### src/rtl/ysyx_23060184_ifu_if.sv
// Instruction-fetch read channel between the IFU (master) and instruction memory (slave).
// Address and read-data phases each use a valid/ready pair.
interface ysyx_23060184_ifu_if;
  logic [31:0] araddr;
  logic        arvalid;
  logic        arready;
  logic [31:0] rdata;
  logic [1:0]  rresp;
  logic        rvalid;
  logic        rready;

  modport master (
    output araddr, arvalid, rready,
    input  arready, rdata, rresp, rvalid
  );

  modport slave (
    input  araddr, arvalid, rready,
    output arready, rdata, rresp, rvalid
  );
endinterface

### src/rtl/ysyx_23060184_ifu.sv
// Single-issue instruction fetch unit: one fetch in flight, handshakes to decode,
// then waits for writeback to supply the next PC (with a one-entry early-update buffer).
module ysyx_23060184_ifu #(
  parameter logic [31:0] RESET_PC = 32'h8000_0000,
  parameter logic [31:0] NOP_INST = 32'h0000_0013
) (
  input  logic                      clk,
  input  logic                      resetn,
  ysyx_23060184_ifu_if.master       mem,
  output logic [31:0]               inst,
  output logic [31:0]               pc,
  output logic                      Ivalid,
  input  logic                      Dready,
  input  logic [31:0]               next_pc,
  input  logic                      pc_update,
  output logic                      fetch_err,
  output logic [31:0]               inst_cnt
);

  localparam int unsigned XLEN = 32;

  typedef enum logic [2:0] {
    S_IDLE    = 3'd0,
    S_ADDR    = 3'd1,
    S_DATA    = 3'd2,
    S_HOLD    = 3'd3,
    S_WAIT_PC = 3'd4
  } state_t;

  state_t            state_q, state_d;
  logic [XLEN-1:0]   pc_d, inst_d, cnt_d, pend_pc_q, pend_pc_d, redirect;
  logic              err_d, pend_q, pend_d;
  logic              arvalid_q, rready_q;

  assign mem.araddr  = pc;
  assign mem.arvalid = arvalid_q;
  assign mem.rready  = rready_q;

  // Next-state and datapath update; handshake strobes are registered from state_d.
  always_comb begin
    state_d   = state_q;
    pc_d      = pc;
    inst_d    = inst;
    err_d     = fetch_err;
    cnt_d     = inst_cnt;
    pend_d    = pend_q;
    pend_pc_d = pend_pc_q;
    redirect  = next_pc;

    // Early PC updates are parked; the newest one wins.
    if (pc_update && (state_q != S_WAIT_PC)) begin
      pend_d    = 1'b1;
      pend_pc_d = next_pc;
    end

    case (state_q)
      S_IDLE: state_d = S_ADDR;
      S_ADDR: begin
        if (arvalid_q && mem.arready) state_d = S_DATA;
      end
      S_DATA: begin
        if (mem.rvalid) begin
          state_d = S_HOLD;
          if (mem.rresp == 2'b00) begin
            inst_d = mem.rdata;
          end else begin
            inst_d = NOP_INST;
            err_d  = 1'b1;
          end
        end
      end
      S_HOLD: begin
        if (Ivalid && Dready) begin
          state_d = S_WAIT_PC;
          cnt_d   = inst_cnt + XLEN'(1);
        end
      end
      S_WAIT_PC: begin
        // A live update outranks the parked one.
        if (pc_update || pend_q) begin
          redirect = pc_update ? next_pc : pend_pc_q;
          pc_d     = redirect;
          pend_d   = 1'b0;
          state_d  = S_ADDR;
          if (redirect[1:0] != 2'b00) err_d = 1'b1;
        end
      end
      default: state_d = S_IDLE;
    endcase
  end

  // State, datapath and registered handshake outputs.
  always_ff @(posedge clk) begin
    if (!resetn) begin
      state_q   <= S_IDLE;
      pc        <= RESET_PC;
      inst      <= '0;
      inst_cnt  <= '0;
      fetch_err <= 1'b0;
      pend_q    <= 1'b0;
      pend_pc_q <= '0;
      arvalid_q <= 1'b0;
      rready_q  <= 1'b0;
      Ivalid    <= 1'b0;
    end else begin
      state_q   <= state_d;
      pc        <= pc_d;
      inst      <= inst_d;
      inst_cnt  <= cnt_d;
      fetch_err <= err_d;
      pend_q    <= pend_d;
      pend_pc_q <= pend_pc_d;
      arvalid_q <= (state_d == S_ADDR);
      rready_q  <= (state_d == S_DATA);
      Ivalid    <= (state_d == S_HOLD);
    end
  end

endmodule

### src/flat_wrapper.sv
// flat-port wrapper written by rule: the top's interface ports become plain ports
module ysyx_23060184_ifu_flat 
#(
  parameter logic [31:0] RESET_PC = 32'h8000_0000,
  parameter logic [31:0] NOP_INST = 32'h0000_0013
)
  (clk, resetn, inst, pc, Ivalid, Dready, next_pc, pc_update, fetch_err, inst_cnt, mem_araddr, mem_arvalid, mem_rready, mem_arready, mem_rdata, mem_rresp, mem_rvalid);
  ysyx_23060184_ifu_if mem_i ();
  input  logic clk;
  input  logic resetn;
  output logic [31:0] inst;
  output logic [31:0] pc;
  output logic Ivalid;
  input  logic Dready;
  input  logic [31:0] next_pc;
  input  logic pc_update;
  output logic fetch_err;
  output logic [31:0] inst_cnt;
  output wire logic [$bits(mem_i.araddr)-1:0] mem_araddr;
  output wire logic [$bits(mem_i.arvalid)-1:0] mem_arvalid;
  output wire logic [$bits(mem_i.rready)-1:0] mem_rready;
  input wire logic [$bits(mem_i.arready)-1:0] mem_arready;
  input wire logic [$bits(mem_i.rdata)-1:0] mem_rdata;
  input wire logic [$bits(mem_i.rresp)-1:0] mem_rresp;
  input wire logic [$bits(mem_i.rvalid)-1:0] mem_rvalid;
  assign mem_araddr = mem_i.araddr;
  assign mem_arvalid = mem_i.arvalid;
  assign mem_rready = mem_i.rready;
  assign mem_i.arready = mem_arready;
  assign mem_i.rdata = mem_rdata;
  assign mem_i.rresp = mem_rresp;
  assign mem_i.rvalid = mem_rvalid;
  ysyx_23060184_ifu #(.RESET_PC(RESET_PC), .NOP_INST(NOP_INST)) u_core (.clk(clk), .resetn(resetn), .mem(mem_i), .inst(inst), .pc(pc), .Ivalid(Ivalid), .Dready(Dready), .next_pc(next_pc), .pc_update(pc_update), .fetch_err(fetch_err), .inst_cnt(inst_cnt));
endmodule
### config.mk
export PLATFORM = sky130hd
export DESIGN_NAME = ysyx_23060184_ifu_flat
export DESIGN_NICKNAME = d
export VERILOG_FILES = /design/src/rtl/ysyx_23060184_ifu_if.sv /design/src/rtl/ysyx_23060184_ifu.sv /design/src/flat_wrapper.sv
export SDC_FILE = /design/constraint.sdc
export NUM_CORES = 1
export LEC_CHECK = 0
export CORE_MARGIN = 2
export CORE_UTILIZATION = 40
export DETAILED_ROUTE_END_ITERATION = 10
export GPL_TIMING_DRIVEN = 1
export PLACE_DENSITY = 0.71
export SLEW_MARGIN = 40
export SYNTH_ARGS = -nofsm -noshare
export SYNTH_HDL_FRONTEND = slang
export SYNTH_SLANG_ARGS = --single-unit
### constraint.sdc
create_clock -name clk -period 2.37 [get_ports clk]
set_clock_uncertainty 0.2 [all_clocks]
set_input_delay 0.237 -clock clk [delete_from_list [all_inputs] [get_ports clk]]
set_output_delay 0.237 -clock clk [all_outputs]
set_load 0.01 [all_outputs]
After elaboration in Yosys (flattened, before gate mapping). Cells that the tools add are included.

Memory bits (writable): 0. Bits in read-only memories: 0. Latch bits: 0. Register bits: 136. Memories: 0. Output and inout port bits: 132. Input port bits: 72.

Mux-type cells: 15. Reduce and logical (&&, ||, !) cells: 12. Bitwise gates (word level): 0. $add $sub $neg: 1. Equality and inequality tests: 12. $mul: 0. Divide/modulo/power cells: 0. $lt $le $gt $ge: 0. Shift-type cells: 0.

Operators by type and width (number): 32-bit 2-to-1 mux (2); 32-bit by 1-bit adder with 32-bit output (second input constant) (1); 3-bit case mux with 5 select lines (1); 3-bit by 2-bit == test with 1-bit output (second input constant) (4); 3-bit 2-to-1 mux (4); 1-bit 2-to-1 mux (7); 3-bit by 1-bit == test with 1-bit output (second input constant) (2); 2-bit AND reduction (3); 5-bit AND reduction (1); 2-bit by 1-bit != test with 1-bit output (second input constant) (2); 2-bit != test (second input constant) (2); 2-bit nonzero test (2); 3-bit == test (second input constant) (1); 1-bit logical AND (3); 3-bit zero test (1); 3-bit != test (second input constant) (1); 2-bit zero test (1); 1-bit case mux with 2 select lines (1); 1-bit logical OR (1).

Longest topological paths before layout. Gate-level depths: netlist of run 1.

Depth after elaboration: 5. Depth in mapped cells: 8. Gate-level depth less buffers: 5.

Least setup slack after synthesis of run 1. OpenSTA, ideal clock, no wires.

Kind: register to register. Start point: reg u_core.inst_cnt[0]. End point: reg u_core.inst_cnt[30]. Setup slack: 255 ps. Clock period less this slack: 2115 ps. Setup time: 72 ps. Stages on the path, launching flop included: 7. Arrival: 1844 ps. Path through: dfxtp_1 ha_1 inv_1 or4_4 buf_6 nor4_1 mux2i_1.

Cells in the longest elaborated chain, start to end: 1.

RTL lines: start, declared (line ysyx_23060184_ifu.sv:17) `output logic [31:0] inst_cnt`; start signal, assigned (line ysyx_23060184_ifu.sv:109) `inst_cnt <= cnt_d;`; 32-bit by 1-bit adder with 32-bit output (line ysyx_23060184_ifu.sv:75) `cnt_d = inst_cnt + XLEN'(1);`.

Every way passes these cells. A chain may end at the register's enable or synchronous reset.

Worst setup path after layout of run 1.
Start point: reg u_core.inst_cnt[1]. End point: reg u_core.inst_cnt[10].

Same word-level chain as after synthesis.

==> impl_metrics.csv, run 1 <==
group,metric,value,unit
timing,hold_viol,0,
clock_network,clk_latency,410,ps
timing,setup_tns,0,ps
die,core_area,14420,um^2
cells_and_area,fin_area,8497,um^2
placement,place_inst,1013,
cells_and_area,final_cells,1046,
setup_path,endpoint,"u_core.inst_cnt[10]",
cells_and_area,drive_above_1_share,7.201,%
global_route,use_met2,35.20,%
synthesis,synth_top_cell_by_area,"dfxtp_1",
outcome,outcome,"finished clean",
clock_network,clockBufferDepth,2,
synthesis,ys_async_sr_fraction,0,%
placement,io_buffers,203,
setup_path,cp_slowest_cell,"or4_4",
setup_path,worst_ep_arrival_time,2330,ps
setup_path,r2r-end,"u_core.inst_cnt[10]",
power_and_ir_drop,p_leak,2.942,nW
cells_and_area,areaGrowthSynthToFinish,45.42,%
routing,via_per_inst,5.219,
setup_path,cp.required,2520,ps
clock_network,cts_made_buffers,17,
power_and_ir_drop,powerDensity,651.7,nW/um^2
global_route,groute.layer.met1.usage,23.46,%
synthesis,synth_top_area_share,46.60,%
synthesis,synth_edf_count,0,
setup_path,cp-end-kind,"flop",
synthesis,synth_ff_type,"dfxtp_1",
synthesis,synth_seq_cells,136,
routing,routed_wl,15.95,mm
global_route,overflow,0,
global_route,grt_antenna_before_repair,1,
setup_path,startpoint,"u_core.inst_cnt[1]",
placement,place_area,7854,um^2
setup_path,cp-start-kind,"flop",
timing,finalSetupViolations,0,
die,io_pins,204,
die,die_w,124.9,um
synthesis,syn_inst,690,
timing,worst_pin_slew,453.1,ps
synthesis,synth_area_leaders,"dfxtp_1, nand2_1, a21oi_1, mux2i_1, buf_4",
placement,dp_slack,35.33,ps
timing,grt_setup_unrepaired,"false",
routing,vias,5459,
routing,drt-initial-drc-count,303,
clock_network,cts.clk_slew.worst_paths,60,ps
setup_path,worstRegToRegCells,5,
clock_network,cts_resized,0,
timing,layout_worst_path_cycle_share,92.01,%
synthesis,ys_types,46,
setup_path,rrSetupSlack,190,ps
global_route,grt_pass1_vias,5405,
run,maxCapViolations,0,
synthesis,ys_warn_count,0,
die,num_rows,44,
cells_and_area,final_nets,921,
setup_path,r2r-start,"u_core.inst_cnt[1]",
clock_network,cts_sinks,136,
clock_network,ctsHtreeMaxLevel,4,
worst_hold_path,hp-class,"input pin to flop",
synthesis,yosysSeqAreaShare,46.60,%
power_and_ir_drop,p_total,5.538,mW
global_route,grtUsageTotal,20.29,%
timing,maxSlewHeadroom,69.73,%
clock_network,ctsHoldBuffers,0,
synthesis,syn_area_per_cell,8.468,um^2
die,start_util,40.51,%
routing,routedWlPerCell,15.25,um
synthesis,syn_nets,763,
clock_network,cts_tree,"built",
synthesis,synth.top_cells.by_count,"dfxtp_1, nand2_1, a21oi_1, nor2_1, nand3_1",
setup_path,max_stage_delay,660,ps
timing,finalMaxSlewViolations,0,
power_and_ir_drop,ir_worst_vdd,431.4,uV
placement,hpwl,11.20,mm
clock_network,postCtsSetupRepairBufs,0,
timing,fin_crit,2181,ps
routing,ant_nets,0,
global_route,busiest_layer,"met2",
timing,fmax,458.6,MHz
synthesis,synth_area,5843,um^2
die,die_h,124.9,um
global_route,grt_pass1_wl,25.94,mm
timing,final.setup.worst_slack,189.3,ps
global_route,use_met3,5.498,%
setup_path,cp_cell_sequence,"ha_1, inv_1, or4_4, or3_2, a21oi_1",
global_route,grt_max_degree,63,
die,die-area,15590,um^2
setup_path,critPathKind,"flop to flop",
setup_path,path_max_fanout,22,
routing,drc,0,
synthesis,synth_most_common_cell,"dfxtp_1",
placement,place_congestion,0.8109,
routing,drt-pass1-iter-count,5,
clock_network,root_buffer,"clkbuf_16",
==> cells in the final DEF, fill, tap and decap left out, drive strengths merged, types with 10 or more instances in the layout <==
cell           instances
clkdlybuf4s50        202
a211oi                31
nand2                117
a21oi                 80
nand2b                10
clkbuf                21
nand3                 39
buf                   23
nor2                  46
mux2i                 36
dfxtp                136
==> area by class of cell <==
class | count | area (um^2)
Antenna cell | 1 | 2.502
Clock buffer | 21 | 470.5
Clock inverter | 11 | 170.2
Fill cell | 1275 | 5927
Inverter | 8 | 31.28
Multi-Input combinational cell | 460 | 2628
Sequential cell | 136 | 2723
Tap cell | 184 | 230.2
Timing Repair Buffer | 225 | 2242
==> state kept, by name, indices dropped and copies added (netlist names), 3 cells and up <==
name and cells:
u_core.pend_pc_q 32, u_core.inst_cnt 32, u_core.mem.araddr 32, u_core.state_q 3, u_core.inst 32
==> worst min-delay path by stage <==
stage,from,to,depth (start not counted)
after global routing,pc_update,u_core.mem.araddr[31],3
after global placement,u_core.inst[17],u_core.inst[17],2
final,pc_update,u_core.pend_q,4
after CTS,pc_update,u_core.pend_q,4
after detailed placement,u_core.inst[23],u_core.inst[23],2
after floorplan,next_pc[10],u_core.pend_pc_q[10],2
==> cell families after synthesis <==
| kind of cell | synth area share, % |
|---|---|
| DFF | 46.60 |
| buffers and inverters | 8.565 |
| and+or+nand+nor | 21.95 |
| xor gates and xnor gates | 0.8994 |
| muxes | 6.167 |
| adders and majority gates | 0.2141 |
| AOI/OAI and AO/OA | 15.61 |
==> power breakdown <==
group	internal [mW]	switching, mW
logic	0.198	0.177
registers	2.33	0.0227
clock network	1.84	0.969
==> stage by stage <==
stage          utilization (%)  hold slack [ps]
3_3_place_gp             54.45            237.1
3_5_place_dp             54.45            243.0
4_1_cts                  58.89            121.9
6_report                 58.91            125.9
2_1_floorplan                -            173.0
5_1_grt                  58.91            154.9
==> worst max-delay path, delay by kind of cell (launching register included) <==
| kind | cells | cell delay [ps] |
|---|---|---|
| flip-flops | 1 | 380 |
| AO/OA/AOI/OAI | 1 | 150 |
| AND/OR/NAND/NOR | 2 | 1110 |
| adder cells (fa/ha/maj) | 1 | 220 |
| buffers and inverters | 1 | 50 |
==> layer usage <==
metal,up-vias,wire [um]
li1,2709,-
met1,2560,6892
met2,168,7926
met3,22,854
met4,0,282
met5,-,0
Power figures use the tool's default switching activity.
==> inputs of run 2 (changes only) <==
CTS_BUF_LIST = sky130_fd_sc_hd__clkbuf_4 sky130_fd_sc_hd__clkbuf_8 sky130_fd_sc_hd__clkbuf_16   (was unset)
==> impl_metrics.csv, run 2 (synthesized netlist as in run 1, its figures left out) <==
group,metric,value,unit
power_and_ir_drop,p_leak,2.946,nW
setup_path,max_stage_delay,660,ps
cells_and_area,n_fill_cell,1274,
setup_path,critPathTopFamily,"simple AND/OR/NAND/NOR gates",
timing,worst_pin_slew,456.3,ps
cells_and_area,drive_above_1_share,7.317,%
routing,routedWlPerCell,15.26,um
placement,place_congestion,0.8109,
timing,whs,126.9,ps
timing,layout_worst_path_cycle_share,91.66,%
cells_and_area,regArea,2723,um^2
die,die_w,124.9,um
setup_path,cp.required,2510,ps
power_and_ir_drop,p_total,5.548,mW
timing,finalMaxSlewViolations,0,
routing,vias,5496,
routing,ant_nets,0,
timing,maxSlewHeadroom,69.52,%
cells_and_area,areaGrowthSynthToFinish,45.48,%
setup_path,cp-end-kind,"flop",
outcome,outcome,"finished clean",
setup_path,path_max_fanout,22,
timing,finalSetupViolations,0,
die,io_pins,204,
run,maxCapViolations,0,
global_route,grtUsageTotal,20.31,%
setup_path,worstRegToRegCells,5,
clock_network,root_buffer,"clkbuf_16",
cells_and_area,final_nets,921,
global_route,grt_antenna_before_repair,1,
clock_network,postCtsSetupRepairBufs,0,
die,die-area,15590,um^2
clock_network,clockBufferDepth,2,
global_route,grt_pass1_wl,25.97,mm
setup_path,crit_cells,5,
die,core_area,14420,um^2
clock_network,ctsHtreeMaxLevel,4,
cells_and_area,fin_area,8501,um^2
cells_and_area,final_cell_mix,"clkdlybuf4s50_1, dfxtp_1, nand2_1, a21oi_1, nor2_1",
setup_path,cp_cell_sequence,"ha_1, inv_1, or4_4, nor4_1, mux2i_1",
power_and_ir_drop,ir_worst_vdd,434.5,uV
cells_and_area,final_common_cell,"clkdlybuf4s50_1",
setup_path,cp-start-kind,"flop",
global_route,grt_max_degree,63,
setup_path,cp.buffers_inverters,1,
worst_hold_path,whs_path_depth,4,
routing,drc,0,
routing,via_per_inst,5.254,
die,start_util,40.51,%
routing,drt-initial-drc-count,349,
clock_network,cts_sinks,136,
clock_network,cts.clk_slew.worst_paths,60,ps
worst_hold_path,hp-class,"input pin to flop",
clock_network,clk_latency,410,ps
setup_path,worst_ep_arrival_time,2320,ps
setup_path,cp_slowest_cell,"or4_4",
global_route,overflow,0,
timing,fin_crit,2172,ps
die,die_h,124.9,um
cells_and_area,multi_input_area,2628,um^2
placement,hpwl,11.20,mm
timing,grt_setup_unrepaired,"false",
setup_path,critPathKind,"flop to flop",
routing,drt-pass1-iter-count,5,
die,num_rows,44,
clock_network,cts_tree,"built",
routing,routed_wl,15.96,mm
placement,place_area,7854,um^2
power_and_ir_drop,powerDensity,652.7,nW/um^2
timing,setup_tns,0,ps
global_route,grt_pass1_vias,5401,
placement,io_buffers,203,
clock_network,ctsHoldBuffers,0,
timing,hold_viol,0,
clock_network,cts_resized,0,
timing,fmax,460.3,MHz
clock_network,cts_made_buffers,17,
==> run 2: cell counts in the layout (fill, tap and decap cells not counted) <==
No cell type changed its count.
==> run 2: final timing paths <==
kind                            from                   to  slack [ps]
setup / recovery  u_core.inst_cnt[1]  u_core.inst_cnt[30]         200
setup reg to reg  u_core.inst_cnt[1]  u_core.inst_cnt[30]         200
hold reg to reg      u_core.inst[21]      u_core.inst[21]         250
hold / removal             pc_update        u_core.pend_q         130
==> run 2: worst reg2reg max path, delay by kind of cell, from the launching register on <==
kind          cells  cell delay [ps]
flops             1              380
buf+inv           1               50
mux               1              230
fa+ha+maj         1              220
simple gates      2             1020
==> run 2: report_power, final <==
group	switching (mW)	internal, mW
combinational	0.177	0.198
clock	0.969	1.85
sequential	0.0229	2.33
==> run 2: metrics by stage <==
stage / worst slack (ps) / util [%] / instances
finish: 197.6 / 58.93 / 1046
global route: 82.83 / 58.93 / 1046
CTS: 193.7 / 58.92 / 1045
detailed placement: 35.33 / 54.45 / 1013
global placement: 38.34 / 54.45 / 1013
floorplan: 254.7 / - / 690
==> run 2: area by class of cell <==
cell class / instances / share of cell area, %
flip-flops and latches: 136 / 32.03
multi-input cells: 460 / 30.91
repair buffers: 225 / 26.38
clock buffers: 21 / 5.578
well taps: 184 / 2.708
clock inverters: 11 / 2.002
inverters: 8 / 0.3680
diodes: 1 / 0.02944
==> run 2: metal layers <==
layer | share of wire [%] | GRT usage [%] | wire (um)
met1 | 43 | 23.43 | 6800
met2 | 50 | 35.36 | 7925
met3 | 5.4 | 5.455 | 868
met4 | 2.3 | 8.824 | 363
met5 | 0 | 0 | 0
==> inputs of run 3 (changes only) <==
CTS_BUF_LIST = unset   (was sky130_fd_sc_hd__clkbuf_4 sky130_fd_sc_hd__clkbuf_8 sky130_fd_sc_hd__clkbuf_16)
PLACE_DENSITY = 0.7   (was 0.71)
==> impl_metrics.csv, run 3 (synthesized netlist as in run 1, its figures left out) <==
group,metric,value,unit
routing,drt-initial-drc-count,377,
routing,routed_wl,15.75,mm
placement,place_congestion,0.8105,
global_route,grt_antenna_before_repair,0,
timing,grt_setup_unrepaired,"false",
cells_and_area,drive_above_1_share,6.659,%
cells_and_area,areaGrowthSynthToFinish,45.14,%
power_and_ir_drop,powerDensity,674.2,nW/um^2
setup_path,cp.required,2510,ps
timing,fin_crit,2215,ps
global_route,overflow,0,
die,core_area,14420,um^2
clock_network,ctsHtreeMaxLevel,4,
cells_and_area,n_antenna_cell,0,
cells_and_area,final_cells,1040,
setup_path,cp_cell_sequence,"ha_1, inv_1, or4_4, or3_2, a21oi_1",
setup_path,cp_slowest_cell,"or4_4",
die,die-area,15590,um^2
global_route,grt_max_degree,119,
clock_network,cts_tree,"built",
power_and_ir_drop,p_total,5.717,mW
clock_network,cts_sinks,136,
power_and_ir_drop,p_leak,2.939,nW
timing,finalMaxSlewViolations,0,
global_route,grt_pass1_vias,5326,
routing,vias,5504,
die,start_util,40.51,%
timing,finalSetupViolations,0,
timing,layout_worst_path_cycle_share,93.47,%
worst_hold_path,hp-class,"input pin to flop",
setup_path,cp-end-kind,"flop",
clock_network,cts.clk_slew.worst_paths,60,ps
run,maxCapViolations,0,
clock_network,root_buffer,"clkbuf_16",
cells_and_area,final_cell_mix,"clkdlybuf4s50_1, dfxtp_1, nand2_1, a21oi_1, nor2_1",
placement,hpwl,10.78,mm
power_and_ir_drop,intPower,4.543,mW
global_route,grtUsageTotal,20.24,%
timing,worst_pin_slew,573.3,ps
setup_path,worstRegToRegCells,5,
placement,place_inst,1008,
global_route,grt_pass1_wl,25.97,mm
timing,fmax,451.4,MHz
setup_path,critPathKind,"flop to flop",
setup_path,path_max_fanout,22,
routing,routedWlPerCell,15.15,um
clock_network,ctsHoldBuffers,0,
timing,hold_viol,0,
power_and_ir_drop,swShare,20.53,%
timing,maxSlewHeadroom,61.78,%
power_and_ir_drop,pwr-share-comb,6.3,%
die,die_h,124.9,um
die,num_rows,44,
setup_path,worst_ep_arrival_time,2360,ps
setup_path,cp-start-kind,"flop",
clock_network,cts_made_buffers,17,
routing,via_per_inst,5.292,
outcome,outcome,"finished clean",
cells_and_area,final_common_cell,"clkdlybuf4s50_1",
cells_and_area,final_nets,916,
clock_network,clockBufferDepth,2,
power_and_ir_drop,clock_power_share,52.5,%
routing,drt-pass1-iter-count,5,
routing,drc,0,
worst_hold_path,whs_path_depth,3,
power_and_ir_drop,power_switching,1.174,mW
power_and_ir_drop,seq_power_share,41.1,%
clock_network,clk_latency,420,ps
die,die_w,124.9,um
die,io_pins,204,
setup_path,max_stage_delay,660,ps
routing,ant_nets,0,
power_and_ir_drop,ir_worst_vdd,416.3,uV
placement,io_buffers,203,
==> run 3: cell types whose count changed in the layout (fill, tap and decap cells not counted), moves of 2 or more <==
cell        delta
buf_4          -4
bufinv_16      +2
clkinvlp_4     -2
o311ai_0       -2
o311ai_1       +2
==> run 3: power by group through the flow <==
stage          clock network [mW]  logic [mW]  registers [mW]
3_3_place_gp                    0       0.353            2.40
5_1_grt                      3.17       0.394            2.35
3_5_place_dp                    0       0.361            2.40
6_report                     3.00       0.362            2.35
2_1_floorplan                   0       0.171            2.40
4_1_cts                      3.05       0.364            2.35
==> run 3: worst paths after layout <==
| path | end | slack, ps | from |
|---|---|---|---|
| setup / recovery | u_core.inst_cnt[10] | 150 | u_core.inst_cnt[1] |
| hold / removal | u_core.mem.araddr[31] | 100 | pc_update |
| setup reg to reg | u_core.inst_cnt[10] | 150 | u_core.inst_cnt[1] |
| hold reg to reg | u_core.inst[3] | 250 | u_core.inst[3] |
==> run 3: metal layers <==
metal  vias up  part of all wire [%]  wire length, um  global-route usage (%)
li1       2706                     -                -                       -
met1      2602                    43             6723                   23.79
met2       168                    49             7688                   34.01
met3        28                   6.5             1024                   7.131
met4         0                   2.0              318                   7.582
met5         -                     0                0                       0
==> run 3: repair_timing <==
item | 4_1_cts | 5_1_grt
buffers inserted | 0 | 0
gates resized for setup | 0 | 2
endpoints found under the setup margin | 0 | 2
==> run 3: critical path, delay by kind of cell, from the launching register on <==
family,cells,cell delay [ps]
and+or+nand+nor,2,1100
adders and majority gates,1,220
AOI/OAI and AO/OA,1,170
buffers and inverters,1,50
DFF,1,400
==> run 3: final cells by class <==
cell class,count,area [um^2]
flip-flops and latches,136,2723
well taps,184,230.2
fillers,1257,5943
inverters,8,31.28
repair buffers,220,2192
multi-input cells,460,2628
clock inverters,12,220.2
clock buffers,20,456.7
==> run 3: through the flow <==
stage          utilization, %  hold WS (ps)  TNS, ps  worst slack, ps  area, um^2
3_3_place_gp            54.10         237.9        0            33.90        7804
4_1_cts                 58.80         99.25        0            161.9        8481
2_1_floorplan               -         173.0        0            254.7        5843
3_5_place_dp            54.10         246.6   -71.50           -48.71        7804
5_1_grt                 58.80         120.1        0            35.71        8481
6_report                58.80         96.46        0            154.7        8481
